[src/rtl/snake_pkg.sv]
// snake_pkg: shared snake game constants and the collision FSM state type.
package snake_pkg;
  localparam int GRID_W = 16;
  localparam int GRID_H = 12;
  localparam int MAX_LEN = 100;
  localparam int LEN_W = $clog2(MAX_LEN + 1);
  typedef enum logic [2:0] {IDLE, WALL, SCAN, WAIT, REPORT} state_e;
endpackage

[src/rtl/collision_detector.sv]
// collision_detector: checks a freshly moved snake head against walls, its own body and the apple.
// Body memory is read-synchronous: data for bodyIdx arrives one cycle later, so SCAN compares index i-1.
module collision_detector
  import snake_pkg::*;
(
  input  logic             clk,
  input  logic             nRst,
  input  logic             step,
  input  logic [3:0]       headX,
  input  logic [3:0]       headY,
  input  logic [3:0]       appleX,
  input  logic [3:0]       appleY,
  input  logic [LEN_W-1:0] snakeLen,
  output logic [LEN_W-1:0] bodyIdx,
  input  logic [3:0]       bodyX,
  input  logic [3:0]       bodyY,
  output logic             goodColl,
  output logic             badColl,
  output logic             busy
);
  state_e state_q, state_d;
  logic [3:0] hx_q, hx_d, hy_q, hy_d, ax_q, ax_d, ay_q, ay_d;
  logic [LEN_W-1:0] len_q, len_d, idx_q, idx_d;
  logic bad_q, bad_d, good_q, good_d;
  logic good_coll_q, good_coll_d, bad_coll_q, bad_coll_d, busy_q, busy_d;
  logic cap, wall, hit;
  assign cap = state_q == IDLE && step;
  assign wall = int'(hx_q) >= GRID_W || int'(hy_q) >= GRID_H;
  assign hit = bodyX == hx_q && bodyY == hy_q;
  always_ff @(posedge clk or negedge nRst) begin
    if (!nRst) begin
      state_q <= IDLE;
      hx_q <= '0;
      hy_q <= '0;
      ax_q <= '0;
      ay_q <= '0;
      len_q <= '0;
      idx_q <= '0;
      bad_q <= 1'b0;
      good_q <= 1'b0;
      good_coll_q <= 1'b0;
      bad_coll_q <= 1'b0;
      busy_q <= 1'b0;
    end else begin
      state_q <= state_d;
      hx_q <= hx_d;
      hy_q <= hy_d;
      ax_q <= ax_d;
      ay_q <= ay_d;
      len_q <= len_d;
      idx_q <= idx_d;
      bad_q <= bad_d;
      good_q <= good_d;
      good_coll_q <= good_coll_d;
      bad_coll_q <= bad_coll_d;
      busy_q <= busy_d;
    end
  end
  always_comb begin
    state_d = state_q;
    unique case (state_q)
      IDLE:    state_d = step ? WALL : IDLE;
      WALL:    state_d = (wall || len_q <= LEN_W'(1)) ? REPORT : SCAN;
      SCAN:    state_d = (idx_q > LEN_W'(1) && hit) ? REPORT : (idx_q == len_q - LEN_W'(1)) ? WAIT : SCAN;
      WAIT:    state_d = REPORT;
      REPORT:  state_d = IDLE;
      default: state_d = IDLE;
    endcase
  end
  always_comb begin
    hx_d = cap ? headX : hx_q;
    hy_d = cap ? headY : hy_q;
    ax_d = cap ? appleX : ax_q;
    ay_d = cap ? appleY : ay_q;
    len_d = cap ? snakeLen : len_q;
    idx_d = state_d != SCAN ? '0 : state_q == WALL ? LEN_W'(1) : idx_q + LEN_W'(1);
    bad_d = state_q != IDLE && (bad_q || (state_q == WALL && wall) ||
            (state_q == SCAN && idx_q > LEN_W'(1) && hit) || (state_q == WAIT && hit));
    good_d = state_q != IDLE && (good_q || (state_q == WALL && hx_q == ax_q && hy_q == ay_q));
  end
  always_comb begin
    bad_coll_d = state_q == REPORT && bad_q;
    good_coll_d = state_q == REPORT && !bad_q && good_q;
    busy_d = state_d != IDLE;
  end
  assign bodyIdx = idx_q;
  assign goodColl = good_coll_q;
  assign badColl = bad_coll_q;
  assign busy = busy_q;
endmodule

[config.mk]
export PLATFORM = sky130hd
export DESIGN_NAME = collision_detector
export DESIGN_NICKNAME = d
export VERILOG_FILES = /design/src/rtl/snake_pkg.sv /design/src/rtl/collision_detector.sv
export SDC_FILE = /design/constraint.sdc
export NUM_CORES = 1
export LEC_CHECK = 0
export CORE_ASPECT_RATIO = 1.75
export CORE_UTILIZATION = 23
export CTS_CLUSTER_DIAMETER = 80
export DETAILED_ROUTE_END_ITERATION = 6
export GPL_ROUTABILITY_DRIVEN = 1
export PLACE_DENSITY = 0.52
export SLEW_MARGIN = 25
export SYNTH_ARGS = -nofsm -noshare
export SYNTH_HDL_FRONTEND = slang
export SYNTH_SLANG_ARGS = --single-unit
export TNS_END_PERCENT = 50
[constraint.sdc]
create_clock -name clk -period 4.19 [get_ports clk]
set_input_delay 1.0475 -clock clk [delete_from_list [all_inputs] [get_ports clk]]
set_output_delay 1.0475 -clock clk [all_outputs]
set_load 0.1 [all_outputs]
* Word-level counts from Yosys, hierarchy flattened *
Cells that the tools add are included.

operators by class
  equality and inequality tests = 10
  add/sub/neg operators = 2
  reductions and logical operators = 23
  mux-type cells = 7
  $lt $le $gt $ge = 3

operators with widths
  kind                                                             number
  equality test 4 bit                                              4
  logical AND 1 bit                                                14
  two-way mux 7 bit                                                2
  one-hot mux 3 bit (4 select lines)                               1
  adder 7 x 1 -> 7 bit (second input constant)                     1
  equality test 7 bit                                              1
  greater-than comparator 7 x 1 -> 1 bit (second input constant)   1
  less-or-equal comparator 7 x 1 -> 1 bit (second input constant)  1
  subtractor 7 x 1 -> 7 bit (second input constant)                1
  equality test 3 x 2 -> 1 bit (second input constant)             2
  two-way mux 3 bit                                                2
  nonzero test 3 bit                                               2
  logical OR 1 bit                                                 5
  >= comparator 4 bit (second input constant)                      1
  equality test 3 x 1 -> 1 bit (second input constant)             1
  equality test 3 bit (second input constant)                      1
  zero test 3 bit                                                  1
  != test 3 x 2 -> 1 bit (second input constant)                   1
  two-way mux 1 bit                                                2
  zero test 1 bit                                                  1

word-level totals
  bits in registers = 38
  logic and storage cells = 57

* Logic depth before layout (Yosys ltp) *
  depth in word-level cells = 7
  mapped depth = 8
  depth with buffers taken out = 7

* Worst setup path after synthesis *
Ideal clock, no wire load.

  path kind = input to register
  from = input port bodyX[1]
  to = register state_q[0]
  path buffers = 1
  setup time = 0.127 ns
  stages = 6
  path slack = 1.858 ns
  data arrival time = 2.204 ns
  required time = 4.063 ns
  cells stage by stage = xor2_1 nor4_2 a31oi_1 nor4bb_1 buf_6 or2_2

between the ends
  longest elaborated chain between the ends = 5

RTL lines
  element                             RTL line                  RTL
  start: declaration                  collision_detector.sv:15  input logic [3:0] bodyX,
  equality test 4 bit                 collision_detector.sv:29  assign hit = bodyX == hx_q && bodyY == hy_q;
  logical AND 1 bit                   collision_detector.sv:29
  logical AND 1 bit                   collision_detector.sv:64  SCAN: state_d = (idx_q > LEN_W'(1) && hit) ? REPORT : (idx_q == len_q - LEN_W'(1)) ? WAIT : SCAN;
  two-way mux 3 bit                   collision_detector.sv:64
  one-hot mux 3 bit (4 select lines)  collision_detector.sv:61  unique case (state_q)
  net state_d[0]                      collision_detector.sv:21  state_e state_q, state_d;
  end signal: assignment              collision_detector.sv:45  state_q <= state_d;
  end: declaration                    collision_detector.sv:21

The timed path passes the listed nets, and every way through them passes these cells.
A chain may end at the register's enable or synchronous reset.

* Worst setup path after layout *
  from = register idx_q[0], in the netlist bodyIdx[0]
  to = output port bodyIdx[0]

RTL lines
  element                   RTL line                  RTL
  start: declaration        collision_detector.sv:23  logic [LEN_W-1:0] len_q, len_d, idx_q, idx_d;
  start signal: assignment  collision_detector.sv:51  idx_q <= idx_d;
  end: declaration          collision_detector.sv:14  output logic [LEN_W-1:0] bodyIdx,

No word-level cell between the ends.

==> impl_metrics.yaml <==
synth:
  async_reset_ff_share_pct: 100.0
  synth_most_common_cell: "dfrtp_1"
  yosys.area.top_type: "dfrtp_1"
  synth.area.top_cells: "dfrtp_1 (48%), mux2_2 (11%), xor2_1 (9.3%), xnor2_1 (3.1%), nor4_1 (2.8%)"
  synth_nets: 216
  ys_types: 34
  synthesis.area_um2: 1983
  post-synth-top-area-fraction_pct: 47.95
  synth_flop_cell: "dfrtp_1"
  seq_area_frac_synth_pct: 47.95
  yosys_warnings: 0
  postSynthAreaPerCell_um2: 11.14
  synth_edf_count: 0
  synth_common_cells: "dfrtp_1 (38), xor2_1 (21), mux2_2 (20), nor2_1 (10), nor4_1 (9)"
  synth_cells: 178
  ys_ff_latch: 38
final_layout:
  area_delta_synth_final_pct: 34.13
  fill_cells: 869
  layoutNonFillerInstCount: 338
  diodes: 0
  drive_gt1_share_pct: 14.35
  final_nets: 261
floorplanning:
  fp.dieH_um: 124.8
  core_area_um2: 8313
  ioPinCount: 44
  die_area_um2: 9013
  num_rows: 44
  dieWidth_um: 72.20
  start_util_pct: 23.86
sta:
  slew_headroom_pct: 35.17
  clock.fmax_mhz: 328.0
  tns_ps: 0
  finalClockSkew_ps: 1.830
  finalHoldViolCount: 0
  drv_slew: 0
  fin_crit_ps: 3049
  worst_pin_slew_ps: 969.4
  period_share_pct: 72.77
  rsz0062_at_grt: "no"
  setup_viol: 0
critical_path:
  reg2reg_slack_ps: 2060
  cp.arrival_ps: 2000
  critPathTopFamily: "buffers and inverters"
  cp.required_ps: 3140
  cp.buffers_inverters: 1
  r2r_cells: 4
  cpMaxStageDelayCell: "clkdlybuf4s50_1"
  cp_max_fo: 7
  cp_cell_sequence: "clkdlybuf4s50_1"
  reg2reg_from: "state_q[0]$_DFF_PN0_"
  endpoint_kind: "output pin"
  timing.rr.end: "hy_q[0]$_DFFE_PN0P_"
  worstSetupStartpointType: "register"
  critPathMaxStageDelay_ps: 1200
  path_class: "reg2out"
route:
  ant_nets: 0
  drc: 0
  vias_per_cell: 4.311
  drt_iter0_markers: 73
  drt_pass1_iterations: 4
  routed_wl_um: 4381
  via_count: 1457
  route.detailed.wl_per_inst_um: 12.96
power:
  switching_share_pct: 38.19
  vdd_drop_max_uv: 196.8
  powerDensity_nw_per_um2: 642.0
  power_frac_comb_pct: 40.1
  p_switching_w: 0.0006522
  clkPwrFrac_pct: 20.2
  seq_power_share_pct: 39.6
  p_int_w: 0.001055
  leakage_nw: 1.081
global_route:
  grt_max_degree: 39
  track_usage_pct: 11.05
  grt_first_pass_wirelength_um: 7569
  grt-ovfl-total: 0
  grt_pass1_vias: 1551
  antenna_found_initial: 0
worst_hold_path:
  whs_endpoint: "good_q$_DFF_PN0_"
  holdPathStages: 2
  hold_path_class: "reg2reg"
  min_from: "good_q$_DFF_PN0_"
placement:
  portBuffers: 43
  place_hpwl_um: 3361
  gp_congestion: 0.7425
  placed_cells: 331
clock_network:
  htreeDepth: 2
  cts_tree: "yes"
  clk_pin_slew_ps: 50
  cts_buffers: 5
  post_cts_buffers: 0
  cts_hold_buf: 0
  clockBufferDepth: 2
  clkLatencyLatePin_ps: 270
  root_buffer: "clkbuf_16"
  cts.sinks: 38
  cts.repair.resized: 0
status:
  status: "finished, final reports clean"
flow_run:
  maxCapViolCount: 0
[worst register-to-register path, stage by stage (launching register included)]
cell	delay, ps
dfrtp_1	490
nor3_1	300
and2_1	530
buf_4	330
mux2_2	360
[how the worst max path moves through the flow]
| stage | to | cells after the start | from | slack [ps] |
|---|---|---|---|---|
| final | bodyIdx[0] | 1 | bodyIdx[0]$_DFF_PN0_ | 1140 |
| after global routing | bodyIdx[0] | 1 | bodyIdx[0]$_DFF_PN0_ | 1090 |
| after CTS | bodyIdx[0] | 1 | bodyIdx[0]$_DFF_PN0_ | 1130 |
| after detailed placement | bodyIdx[2]$_DFF_PN0_ | 6 | bodyX[1] | 1140 |
| after global placement | bodyIdx[5]$_DFF_PN0_ | 6 | bodyY[2] | 1170 |
| after floorplan | state_q[0]$_DFF_PN0_ | 6 | bodyX[1] | 1860 |
[routing by layer]
layer	vias to the layer above	part of all wire, %	track usage [%]
li1	720	-	-
met1	698	41	12.55
met2	33	53	19.08
met3	6	3.3	2.184
met4	0	2.2	5.536
met5	-	0	0
[cell usage in the layout (no fill, tap or decap), drive strengths merged, types with 3 or more instances in the layout]
master,instances
buf,3
nor2,10
nand2,7
xnor2,7
clkbuf,7
nor3,8
dfrtp,38
xor2,22
mux2,20
o21ai,4
ha,4
inv,6
and3,4
nand3,3
clkdlybuf4s50,42
nor4,11
a31oi,4
a21oi,7
[metrics by stage]
step | hold WS (ps) | total power, W | area (um^2) | setup WS [ps] | utilization (%)
2_1_floorplan | 455.5 | 0.001197 | 1983 | 1858 | -
5_1_grt | 530.7 | 0.001837 | 2660 | 1091 | 32.00
6_report | 514.6 | 0.001708 | 2660 | 1141 | 32.00
4_1_cts | 506.7 | 0.001738 | 2660 | 1129 | 32.00
3_3_place_gp | 477.3 | 0.001372 | 2527 | 1173 | 30.40
3_5_place_dp | 492.6 | 0.001384 | 2527 | 1143 | 30.40
[power groups by stage]
| stage | registers (W) | clock network (W) | logic (W) |
|---|---|---|---|
| floorplan | 0.000687 | 0 | 0.000510 |
| global placement | 0.000685 | 0 | 0.000687 |
| detailed placement | 0.000688 | 0 | 0.000696 |
| CTS | 0.000682 | 0.000357 | 0.000700 |
| global route | 0.000706 | 0.000372 | 0.000760 |
| finish | 0.000677 | 0.000345 | 0.000685 |
[registers in the layout (all words and copies together) (netlist names)]
name and cells:
good_q 1, hy_q 4, ax_q 4, bad_q 1, hx_q 4, goodColl 1, badColl 1, state_q 3
ay_q 4, busy 1, bodyIdx 7, len_q 7
[cell families (layout without fill, tap and decap cells)]
family                     count (synthesis)  after routing  synth area share, %
xor gates and xnor gates                  29             29                13.19
DFF                                       38             38                47.95
muxes                                     20             20                11.36
and+or+nand+nor                           53             53                15.46
AOI/OAI and AO/OA                         21             21                6.372
buffers and inverters                     13             58                3.154
adders and majority gates                  4              4                2.524
[layout make-up]
class                      count  area (um^2)  area share [%]
multi-input combinational    127        969.7           36.45
timing repair buffer          45        440.4           16.56
clock buffer                   7        132.6           4.986
tap                          115        143.9           5.409
sequential                    38        950.9           35.75
inverter                       6        22.52          0.8467
No activity file was read; power rests on OpenSTA's default activity.
